<file path="src/rtl/dual_issue_buffer.sv">
// Dual-issue instruction buffer: a circular queue of 32-bit instructions filled a pair at a
// time by fetch and drained one or two per cycle into an even and an odd pipe. Issue is
// strictly in program order. A pair can dual-issue only when an even instruction is followed
// by an odd one that does not read the older instruction's destination register.
module dual_issue_buffer #(
  parameter int unsigned DEPTH = 4
) (
  input  logic                     clk,
  input  logic                     reset,
  input  logic [31:0]              instruction1,
  input  logic [31:0]              instruction2,
  input  logic                     fetch_valid,
  input  logic                     branch_flag,
  input  logic                     stall,
  output logic                     enablePC,
  output logic [31:0]              even_instr,
  output logic                     even_valid,
  output logic [31:0]              odd_instr,
  output logic                     odd_valid,
  output logic                     dual_issued,
  output logic [$clog2(DEPTH):0]   buf_count
);

  localparam int unsigned PW = $clog2(DEPTH);
  localparam int unsigned CW = PW + 1;

  // Highest occupancy that still leaves room for a full pair.
  localparam logic [CW-1:0] MaxPushCount = CW'(DEPTH - 2);

  logic [31:0]   slot_q [DEPTH];
  logic [PW-1:0] head_q, head_d, head_p1;
  logic [PW-1:0] tail_q, tail_d, tail_p1;
  logic [CW-1:0] count_q, count_d;

  logic [31:0]   even_instr_q, even_instr_d;
  logic [31:0]   odd_instr_q, odd_instr_d;
  logic          even_valid_q, even_valid_d;
  logic          odd_valid_q, odd_valid_d;
  logic          dual_q, dual_d;

  logic          push;
  logic [1:0]    pop;
  logic [31:0]   slot_a, slot_b;
  logic          has_one, has_two;
  logic          raw_hazard, can_dual;

  // Room for one more pair; depends only on occupancy, never on stall.
  assign enablePC = (count_q <= MaxPushCount);
  assign push     = fetch_valid & enablePC & ~branch_flag;

  assign head_p1  = head_q + PW'(1);
  assign tail_p1  = tail_q + PW'(1);

  // Candidates are read from pre-push state, so a pair written this edge issues next edge.
  assign slot_a   = slot_q[head_q];
  assign slot_b   = slot_q[head_p1];
  assign has_one  = (count_q != '0);
  assign has_two  = (count_q >= CW'(2));

  // The younger instruction may not read the register the older one writes.
  assign raw_hazard = (slot_b[13:7] == slot_a[6:0]) || (slot_b[20:14] == slot_a[6:0]);
  assign can_dual   = has_two && !slot_a[31] && slot_b[31] && !raw_hazard;

  // Issue selection: decide the next registered issue outputs and how many slots to pop.
  always_comb begin
    even_instr_d = even_instr_q;
    even_valid_d = even_valid_q;
    odd_instr_d  = odd_instr_q;
    odd_valid_d  = odd_valid_q;
    dual_d       = dual_q;
    pop          = 2'd0;
    if (branch_flag) begin
      even_instr_d = '0;
      even_valid_d = 1'b0;
      odd_instr_d  = '0;
      odd_valid_d  = 1'b0;
      dual_d       = 1'b0;
    end else if (!stall) begin
      even_instr_d = '0;
      even_valid_d = 1'b0;
      odd_instr_d  = '0;
      odd_valid_d  = 1'b0;
      dual_d       = 1'b0;
      if (can_dual) begin
        even_instr_d = slot_a;
        even_valid_d = 1'b1;
        odd_instr_d  = slot_b;
        odd_valid_d  = 1'b1;
        dual_d       = 1'b1;
        pop          = 2'd2;
      end else if (has_one) begin
        pop = 2'd1;
        if (slot_a[31]) begin
          odd_instr_d = slot_a;
          odd_valid_d = 1'b1;
        end else begin
          even_instr_d = slot_a;
          even_valid_d = 1'b1;
        end
      end
    end
  end

  // Pointer and occupancy update; a flush returns everything to the empty state.
  always_comb begin
    head_d  = head_q + PW'(pop);
    tail_d  = push ? (tail_q + PW'(2)) : tail_q;
    count_d = count_q + (push ? CW'(2) : CW'(0)) - CW'(pop);
    if (branch_flag) begin
      head_d  = '0;
      tail_d  = '0;
      count_d = '0;
    end
  end

  // Control and issue registers, cleared asynchronously by reset.
  always_ff @(posedge clk or negedge reset) begin
    if (!reset) begin
      head_q       <= '0;
      tail_q       <= '0;
      count_q      <= '0;
      even_instr_q <= '0;
      even_valid_q <= 1'b0;
      odd_instr_q  <= '0;
      odd_valid_q  <= 1'b0;
      dual_q       <= 1'b0;
    end else begin
      head_q       <= head_d;
      tail_q       <= tail_d;
      count_q      <= count_d;
      even_instr_q <= even_instr_d;
      even_valid_q <= even_valid_d;
      odd_instr_q  <= odd_instr_d;
      odd_valid_q  <= odd_valid_d;
      dual_q       <= dual_d;
    end
  end

  // Slot storage is not reset; stale contents are unreachable once count is zero.
  always_ff @(posedge clk) begin
    if (push) begin
      slot_q[tail_q]  <= instruction1;
      slot_q[tail_p1] <= instruction2;
    end
  end

  assign even_instr  = even_instr_q;
  assign even_valid  = even_valid_q;
  assign odd_instr   = odd_instr_q;
  assign odd_valid   = odd_valid_q;
  assign dual_issued = dual_q;
  assign buf_count   = count_q;

endmodule
</file>
<file path="config.mk">
export PLATFORM = sky130hd
export DESIGN_NAME = dual_issue_buffer
export DESIGN_NICKNAME = d
export VERILOG_FILES = /design/src/rtl/dual_issue_buffer.sv
export SDC_FILE = /design/constraint.sdc
export NUM_CORES = 1
export LEC_CHECK = 0
export ABC_AREA = 1
export CAP_MARGIN = 20
export CORE_MARGIN = 2
export CORE_UTILIZATION = 30
export CTS_CLUSTER_DIAMETER = 60
export CTS_CLUSTER_SIZE = 14
export DETAILED_ROUTE_END_ITERATION = 10
export PLACE_DENSITY = 0.52
export SLEW_MARGIN = 10
export SYNTH_ARGS = -nofsm -noshare
export SYNTH_HDL_FRONTEND = slang
export SYNTH_SLANG_ARGS = --single-unit
</file>
<file path="constraint.sdc">
create_clock -name clk -period 4 [get_ports clk]
set_input_delay 1.2 -clock clk [delete_from_list [all_inputs] [get_ports clk]]
set_output_delay 1.2 -clock clk [all_outputs]
set_load 0.01 [all_outputs]
</file>
Word-level counts from Yosys, hierarchy flattened --
Memories as Yosys holds them, arrays and structs flattened. Index checks and enable logic that the tools add are counted.
Operators by class: magnitude comparators 2, bitwise gates (word level) 3, eq/ne operators 3, muxes and demuxes 34, reduce and logical (&&, ||, !) cells 8, $add $sub $neg 6
Operator list (number):
- two-way mux 32 bit | 8
- two-way mux 31 bit | 2
- two-way mux 1 bit | 16
- == test 7 bit | 2
- two-way mux 2 bit | 7
- adder 2 x 1 -> 2 bit (second input constant) | 2
- adder 3 x 2 -> 3 bit | 1
- >= comparator 3 x 2 -> 1 bit (second input constant) | 1
- less-or-equal comparator 3 x 2 -> 1 bit (second input constant) | 1
- logical AND 1 bit | 3
- two-way mux 3 bit | 1
- nonzero test 3 bit | 1
- subtractor 3 x 2 -> 3 bit | 1
- adder 2 bit | 1
- adder 2 bit (second input constant) | 1
- bitwise AND 1 bit | 2
- logical NOT 1 bit | 2
- inequality test 2 bit (second input constant) | 1
- nonzero test 2 bit | 1
- logical OR 1 bit | 1
- inverter 1 bit | 1
Word-level totals: output and inout bits 71, bits in registers 74, word-level logic and storage cells 65, memories 1, RAM bits 128, input bits 69
Memories:
- slot_q | words 4, width 32, read ports 2, clocked after Yosys merged registers in 0, wr ports 2, RTL line 30 | logic [31:0] slot_q [DEPTH];

Logic depth before layout (Yosys ltp) --
Gate-level depths: netlist of the first run. An unclocked memory read counts as a cell.
depth in word-level cells 11, depth in mapped cells 22, depth with buffers taken out 19

Worst setup path before layout of the first run --
No wires, ideal clock.
path type input to register, from in branch_flag, to mem slot_q[3][0] (enable), buffers on the path 1, setup time 0.461 ns, arrival 3.659 ns, required time 3.539 ns, slack -0.120 ns, cell stages on the path 2, path through clkbuf_1 -> nor3_1
RTL lines:
- start: declaration | RTL line 13 | input logic branch_flag,
- end: declaration | RTL line 30

Worst setup path in the final report of the first run --
from reg head_q[0], to reg head_q[1]
On the way: word-level cells in the longest chain between the ends 11, elaborated cells between the ends (all ways) 15, classes of those cells add/sub: 2; eq/ne: 2; mux: 4; reduce/logical: 6; memory: 1
Ends and longest elaborated chain:
- start: declaration | RTL line 31 | logic [PW-1:0] head_q, head_d, head_p1;
- start signal: assignment | RTL line 119 | head_q <= '0;
- start signal: assignment | RTL line 128 | head_q <= head_d;
- adder 2 x 1 -> 2 bit | RTL line 51 | assign head_p1 = head_q + PW'(1);
- memory (4 x 32 bit)
- == test 7 bit | RTL line 61 | assign raw_hazard = (slot_b[13:7] == slot_a[6:0]) || (slot_b[20:14] == slot_a[6:0]);
- logical OR 1 bit | RTL line 61
- logical NOT 1 bit | RTL line 62 | assign can_dual = has_two && !slot_a[31] && slot_b[31] && !raw_hazard;
- logical AND 1 bit | RTL line 62
- two-way mux 2 bit | RTL line 84 | if (can_dual) begin
- two-way mux 2 bit | RTL line 78 | end else if (!stall) begin
- two-way mux 2 bit | RTL line 72 | if (branch_flag) begin
- adder 2 bit (*) | RTL line 106 | head_d = head_q + PW'(pop);
- two-way mux 2 bit (*) | RTL line 109 | if (branch_flag) begin
- net head_d[1] | RTL line 31
Mark *: on every way through the listed nets, which the timed path passes. The rest lies on a longest branch. A chain may end at the register's enable or synchronous reset.

==> results.tsv, run 1 <==
stage	metric	value	unit
sta	RSZ-0062 raised after global routing	false	
clock_network	CTS root buf	clkbuf_16	
hold_path	worst hold path class	register to register	
global_route	antenna violations before repair	0	
detailed_routing	number of nets with antenna violations after routing	0	
setup_path	Critical Path RT	4380	ps
power_and_ir_drop	Max VDD drop	0.276	mV
yosys	sequential share of the synthesized area	54.4	%
clock_network	TritonCTS Buffers	20	
detailed_routing	DRC	0	
power_and_ir_drop	NetSw	0.00291	W
sta	Fmax achieved	310	MHz
floorplanning	core area	34400	um2
layout	Final nets	1380	
power_and_ir_drop	Seq pwr share	36.2	%
yosys	synth warn	0	
layout	commonest non-fill, non-tap cell in the layout	nand2_1	
setup_path	Max FO, Critical Path	26	
place	Port Buffers	139	
floorplanning	die area	36200	um2
power_and_ir_drop	Sw Ratio	38.7	%
power_and_ir_drop	Internal Power	0.00461	W
power_and_ir_drop	Clk pwr share	24.0	%
detailed_routing	initial drt markers	914	
yosys	Synth Area per Inst	8.31	um2
yosys	FF+latch count, synth	201	
global_route	global-route wire length before repair	48200	um
setup_path	crit end category	register	
place	DP Wirelength	22600	um
setup_path	slowest cell delay on critical path	500	ps
global_route	total gr overflow	0	
sta	post-route minimum period	3230	ps
clock_network	CTS tree	yes	
detailed_routing	post-DR vias/cell	4.84	
yosys	Cell Area, Synth	10400	um2
global_route	GRT Util Overall	17.1	%
yosys	syn nets	1327	
sta	setup tns final	0	ps
clock_network	htree depth	1	
power_and_ir_drop	Logic pwr share	39.8	%
setup_path	critical-path cell list	inv_2 > nand2_1 > nand2_1 > nand2_1 > nand2_1 > nand2_1 > nand2_1 > nand3_1 > nor2_1 > nand2_2 > buf_4 > nand3_2 > nand2_1 > inv_1 > ha_1 > xnor2_1 > nor2_1 > nor2_1	
power_and_ir_drop	Power Dens Cells	591	nW/um2
sta	endpoints failing hold	0	
clock_network	clk slew on worst S/H paths	60	ps
floorplanning	IO Count	140	
detailed_routing	Detailed Route WL	31100	um
sta	Setup Viol. Count Final	0	
layout	Syn-to-layout area delta	22.1	%
global_route	largest net degree at the start of global routing	97	
clock_network	PostCTS Resize Cnt	0	
global_route	vias in the first global route	8056	
setup_path	crit path DAT	3610	ps
status	status	finished clean	
sta	Pins Over Slew Limit	0	
floorplanning	initial core utilization	30.3	%
yosys	distinct cell type count after synthesis	33	
clock_network	hold-fix buffers at CTS	0	
detailed_routing	WL/cell	17.5	um
place	Final Wtd Congestion	0.838	
yosys	Cells after Synth	1254	
sta	Tcrit/Tclk final	80.7	%
clock_network	clock latency on the worst-skew pair	500	ps
sta	relative slew slack	34.9	%
clock_network	setup repair bufs after CTS	0	
power_and_ir_drop	Leak	5.58	nW
job	max-cap violations	0	
setup_path	CP startpoint kind	register	
layout	layout cells sized above 1	6.66	%
layout	most frequent cells in the layout	nand2_1, clkdlybuf4s50_1, edfxtp_1	
floorplanning	Die X	190	um
floorplanning	Die Y-Extent	190	um
setup_path	Slowest-stage cell, CP	dfrtp_2	
detailed_routing	via count	8600	
sta	worst clock skew	18.0	ps
power_and_ir_drop	overall power	0.00752	W
sta	Least-Margin Pin Slew	977	ps
layout	# diodes	0	
setup_path	Most common cell on crit path	nand2_1	
detailed_routing	TritonRoute pass-1 iters	5	
setup_path	Setup CP Type	register to register	
clock_network	clk sinks	201	
floorplanning	num rows	68	
clock_network	Max clock buf depth	3	
==> kinds of logic after synthesis <==
group	count (synthesis)	share of synthesized area, %
adder cells (fa/ha/maj)	4	0.552
AO/OA/AOI/OAI	238	13.5
AND/OR/NAND/NOR	566	22.1
buffers and inverters	241	9.17
flip-flops	201	54.4
XOR/XNOR	4	0.336
==> flip-flops by register name (all words and copies together), names as in the netlist <==
signal       count
slot_q         128
even_instr      32
odd_instr       32
buf_count        3
head_q           2
dual_issued      1
even_valid       1
odd_valid        1
tail_q           1
==> per-layer routing <==
layer  up-vias  GRT usage, %  routed length, um
met4         0          4.92                787
met3        45          3.35               2290
met5         -             0                  0
met2       316          24.7              12900
li1       4234             -                  -
met1      4005          25.8              15100
==> metrics by stage <==
step | util (%) | hold WS [ps] | instance area, um2 | setup slack (ps) | std cells
2_1_floorplan | - | 477 | 10400 | 540 | 1254
6_report | 37.0 | 476 | 12700 | 771 | 1776
5_1_grt | 37.0 | 499 | 12700 | 471 | 1776
3_3_place_gp | 35.3 | 465 | 12100 | 728 | 1740
4_1_cts | 37.0 | 485 | 12700 | 796 | 1776
3_5_place_dp | 35.3 | 468 | 12100 | 694 | 1740
==> worst max-delay path, delay by kind of cell (launching register included) <==
| family | cells | cell delay, ps |
|---|---|---|
| buf+inv | 3 | 630 |
| flops | 1 | 500 |
| fa+ha+maj | 1 | 160 |
| simple gates | 13 | 1660 |
| xor+xnor | 1 | 140 |
==> power groups by stage <==
stage / combinational (W) / clock, W / sequential [W]
floorplan: 0.00175 / 0 / 0.00278
global placement: 0.00295 / 0 / 0.00276
detailed placement: 0.00297 / 0 / 0.00277
CTS: 0.00298 / 0.00186 / 0.00273
global route: 0.00334 / 0.00194 / 0.00276
finish: 0.00300 / 0.00181 / 0.00272
==> cell type report <==
type | count | area [um2]
Tap cell | 455 | 569
Sequential cell | 201 | 5670
Clock buffer | 29 | 566
Inverter | 99 | 372
Clock inverter | 7 | 46.3
Timing Repair Buffer | 173 | 1680
Multi-Input combinational cell | 812 | 3820
Fill cell | 3518 | 21600
==> final timing paths <==
check | start | to | slack [ps] | cells past startpoint
max | head_q[0]$_DFF_PN0_ | head_q[1]$_DFF_PN0_ | 770 | 18
min | odd_instr[12]$_DFFE_PN0P_ | odd_instr[12]$_DFFE_PN0P_ | 480 | 2
max reg2reg | head_q[0]$_DFF_PN0_ | head_q[1]$_DFF_PN0_ | 770 | 18
min reg2reg | odd_instr[12]$_DFFE_PN0P_ | odd_instr[12]$_DFFE_PN0P_ | 480 | 2
max in group asynchronous | reset | head_q[0]$_DFF_PN0_ | 2460 | 1
min in group asynchronous | reset | odd_instr[4]$_DFFE_PN0P_ | 840 | 1
==> cell usage after synthesis, drive strengths merged <==
cell type / number / area [um2]
a21oi: 54 / 270
a22oi: 11 / 82.6
a32o: 24 / 240
and3: 2 / 12.5
buf: 28 / 156
clkbuf: 114 / 428
dfrtp: 73 / 1830
edfxtp: 128 / 3840
fa: 1 / 20.0
ha: 3 / 37.5
inv: 99 / 372
nand2: 404 / 1530
nand3: 43 / 220
nand4: 32 / 215
nor2: 82 / 310
nor3: 3 / 15.0
o211ai: 2 / 20.0
o21ai: 125 / 626
o221a: 5 / 56.3
o221ai: 1 / 8.76
o22ai: 16 / 100
xnor2: 1 / 8.76
xor2: 3 / 26.3
(Power assumes the default switching activity.)
==> run 2: changes to the inputs <==
--- a/config.mk
+++ b/config.mk
@@ -12,7 +12,7 @@
 export CTS_CLUSTER_DIAMETER = 60
 export CTS_CLUSTER_SIZE = 14
 export DETAILED_ROUTE_END_ITERATION = 10
-export PLACE_DENSITY = 0.52
+export PLACE_DENSITY = 0.54
 export SLEW_MARGIN = 10
 export SYNTH_ARGS = -nofsm -noshare
 export SYNTH_HDL_FRONTEND = slang
==> constraint.sdc (replaced) <==
create_clock -name clk -period 2.7 [get_ports clk]
set_input_delay 0.81 -clock clk [delete_from_list [all_inputs] [get_ports clk]]
set_output_delay 0.81 -clock clk [all_outputs]
set_load 0.01 [all_outputs]
==> run 2 against run 1 <==
Sequential power grew 49%. First-iteration DRC count is 3.1% higher. Maximum frequency up 22%. Highest routed layer unchanged. Core utilization grew 2.2 points. Critical endpoint is now buf_count[2]$_DFF_PN0_. Largest power group unchanged. Setup slack got worse by 720 ps. Combinational power is 73% higher. Register-to-register slack lost 720 ps.
==> results.tsv, run 2 (synthesized netlist as in run 1, its figures left out) <==
stage	metric	value	unit
status	status	finished clean	
job	max-cap violations	0	
setup_path	crit path DAT	3050	ps
place	Final Wtd Congestion	0.925	
global_route	total gr overflow	0	
global_route	GRT Util Overall	17.3	%
detailed_routing	DRC	0	
detailed_routing	number of nets with antenna violations after routing	0	
floorplanning	num rows	68	
global_route	vias in the first global route	8235	
place	Port Buffers	139	
setup_path	r2r endpoint	buf_count[2]$_DFF_PN0_	
layout	multi-input logic area	3880	um2
detailed_routing	Detailed Route WL	31900	um
global_route	antenna violations before repair	0	
layout	register with the most flip-flops	slot_q	
power_and_ir_drop	Leak	5.96	nW
layout	Final nets	1432	
clock_network	clock latency on the worst-skew pair	530	ps
setup_path	flop-to-flop setup slack	60	ps
sta	setup tns final	0	ps
detailed_routing	WL/cell	17.4	um
floorplanning	die area	36200	um2
sta	endpoints failing hold	0	
clock_network	clk slew on worst S/H paths	60	ps
setup_path	Setup CP Type	register to register	
sta	RSZ-0062 raised after global routing	true	
floorplanning	Die X	190	um
setup_path	Critical Path End	buf_count[2]$_DFF_PN0_	
clock_network	CTS root buf	clkbuf_16	
hold_path	worst hold path class	input port to async pin	
place	Placed Area	12600	um2
place	DP Wirelength	23000	um
floorplanning	IO Count	140	
global_route	largest net degree at the start of global routing	67	
sta	worst clock skew	19.8	ps
sta	relative slew slack	52.5	%
sta	Tcrit/Tclk final	97.9	%
clock_network	CTS tree	yes	
detailed_routing	post-DR vias/cell	4.85	
detailed_routing	TritonRoute pass-1 iters	6	
layout	Filler cells	3465	
power_and_ir_drop	Max VDD drop	0.484	mV
power_and_ir_drop	Power Dens Cells	900	nW/um2
setup_path	crit end category	register	
layout	most frequent cells in the layout	nand2_1, clkdlybuf4s50_1, edfxtp_1	
setup_path	Max FO, Critical Path	17	
clock_network	Max clock buf depth	3	
layout	# diodes	0	
sta	Setup Viol. Count Final	0	
sta	Pins Over Slew Limit	0	
setup_path	Crit Reg-Reg Startpoint	head_q[0]$_DFF_PN0_	
place	DP Cell Count	1785	
clock_network	TritonCTS Buffers	21	
layout	Post-Layout Cell Count	1828	
layout	Syn-to-layout area delta	29.5	%
setup_path	Worst Setup SP	head_q[0]$_DFF_PN0_	
sta	final worst slack	56.4	ps
layout	Final Cell Area	13500	um2
sta	Least-Margin Pin Slew	713	ps
floorplanning	initial core utilization	30.3	%
sta	post-route minimum period	2640	ps
setup_path	Critical Path RT	3110	ps
global_route	global-route wire length before repair	48800	um
setup_path	CP startpoint kind	register	
layout	commonest non-fill, non-tap cell in the layout	nand2_1	
sta	Fmax achieved	378	MHz
floorplanning	core area	34400	um2
clock_network	htree depth	1	
place	pre-CTS setup slack	-69.7	ps
detailed_routing	initial drt markers	942	
layout	max reg flops	128	
layout	Reg area	5670	um2
clock_network	clk sinks	201	
floorplanning	Die Y-Extent	190	um
sta	final hold slack	258	ps
setup_path	Worst Reg2Reg Path Length in Cells	13	
layout	layout cells sized above 1	11.8	%
detailed_routing	via count	8871	
-- run 2: cell types whose count changed in the layout (fill, tap and decap cells not counted), sizes merged --
cell / before / now
clkbuf: 29 / 34
clkinv: 3 / 4
buf: 35 / 82
clkinvlp: 1 / 0
-- run 2: repair_timing --
| action | 4_1_cts | 5_1_grt |
|---|---|---|
| pin swaps | 0 | 6 |
| setup buffers | 0 | 2 |
| endpoints found under the hold margin | 0 | 0 |
| endpoints found under the setup margin | 1 | 13 |
| resized for setup | 3 | 34 |
| hold buffers | 0 | 0 |
| cloned | 0 | 4 |
-- run 2: worst max-delay path: stages (launching register included) --
cell and delay, ps:
dfrtp_2 470, inv_8 140, clkbuf_16 190, nand2_1 80, o211ai_2 70, nand2_2 160
xor2_1 170, nor2_1 170, nand2_2 120, nand4_4 110, fa_1 420, ha_1 200
xor2_1 150, nor2_1 50
-- run 2: cell type report --
type | instances | share of cell area [%]
repair buffers | 224 | 17.2
clock inverters | 7 | 0.473
inverters | 99 | 2.81
clock buffers | 30 | 4.61
well taps | 455 | 4.22
multi-input cells | 812 | 28.7
flip-flops and latches | 201 | 42.0
-- run 2: stage by stage --
step / total power [W] / util (%)
after floorplan: 0.00672 / -
final: 0.0121 / 39.3
after CTS: 0.0119 / 38.7
after global routing: 0.0129 / 39.3
after global placement: 0.00892 / 36.6
after detailed placement: 0.00897 / 36.6
-- run 2: how the worst min path moves through the flow --
stage	slack (ps)	end	depth (start not counted)
final	260	dual_issued$_DFFE_PN0P_	1
after global routing	290	dual_issued$_DFFE_PN0P_	1
after CTS	270	dual_issued$_DFFE_PN0P_	1
after detailed placement	470	odd_instr[10]$_DFFE_PN0P_	2
after global placement	460	odd_instr[2]$_DFFE_PN0P_	2
after floorplan	480	tail_q[1]$_DFFE_PN0N_	2
-- run 2: power by group --
part / switching (W) / total [W] / internal [W]
sequential: 0.000278 / 0.00404 / 0.00376
combinational: 0.00304 / 0.00520 / 0.00216
clock: 0.00128 / 0.00291 / 0.00163
total: 0.00459 / 0.0121 / 0.00755
-- run 2: metal layers --
layer	wire, um	up-vias	share of wire [%]	GRT usage [%]
li1	-	4347	-	-
met1	15300	4169	48	26.2
met2	13700	314	43	26.0
met3	2170	41	6.8	2.32
met4	624	0	2.0	4.32
met5	0	-	0	0
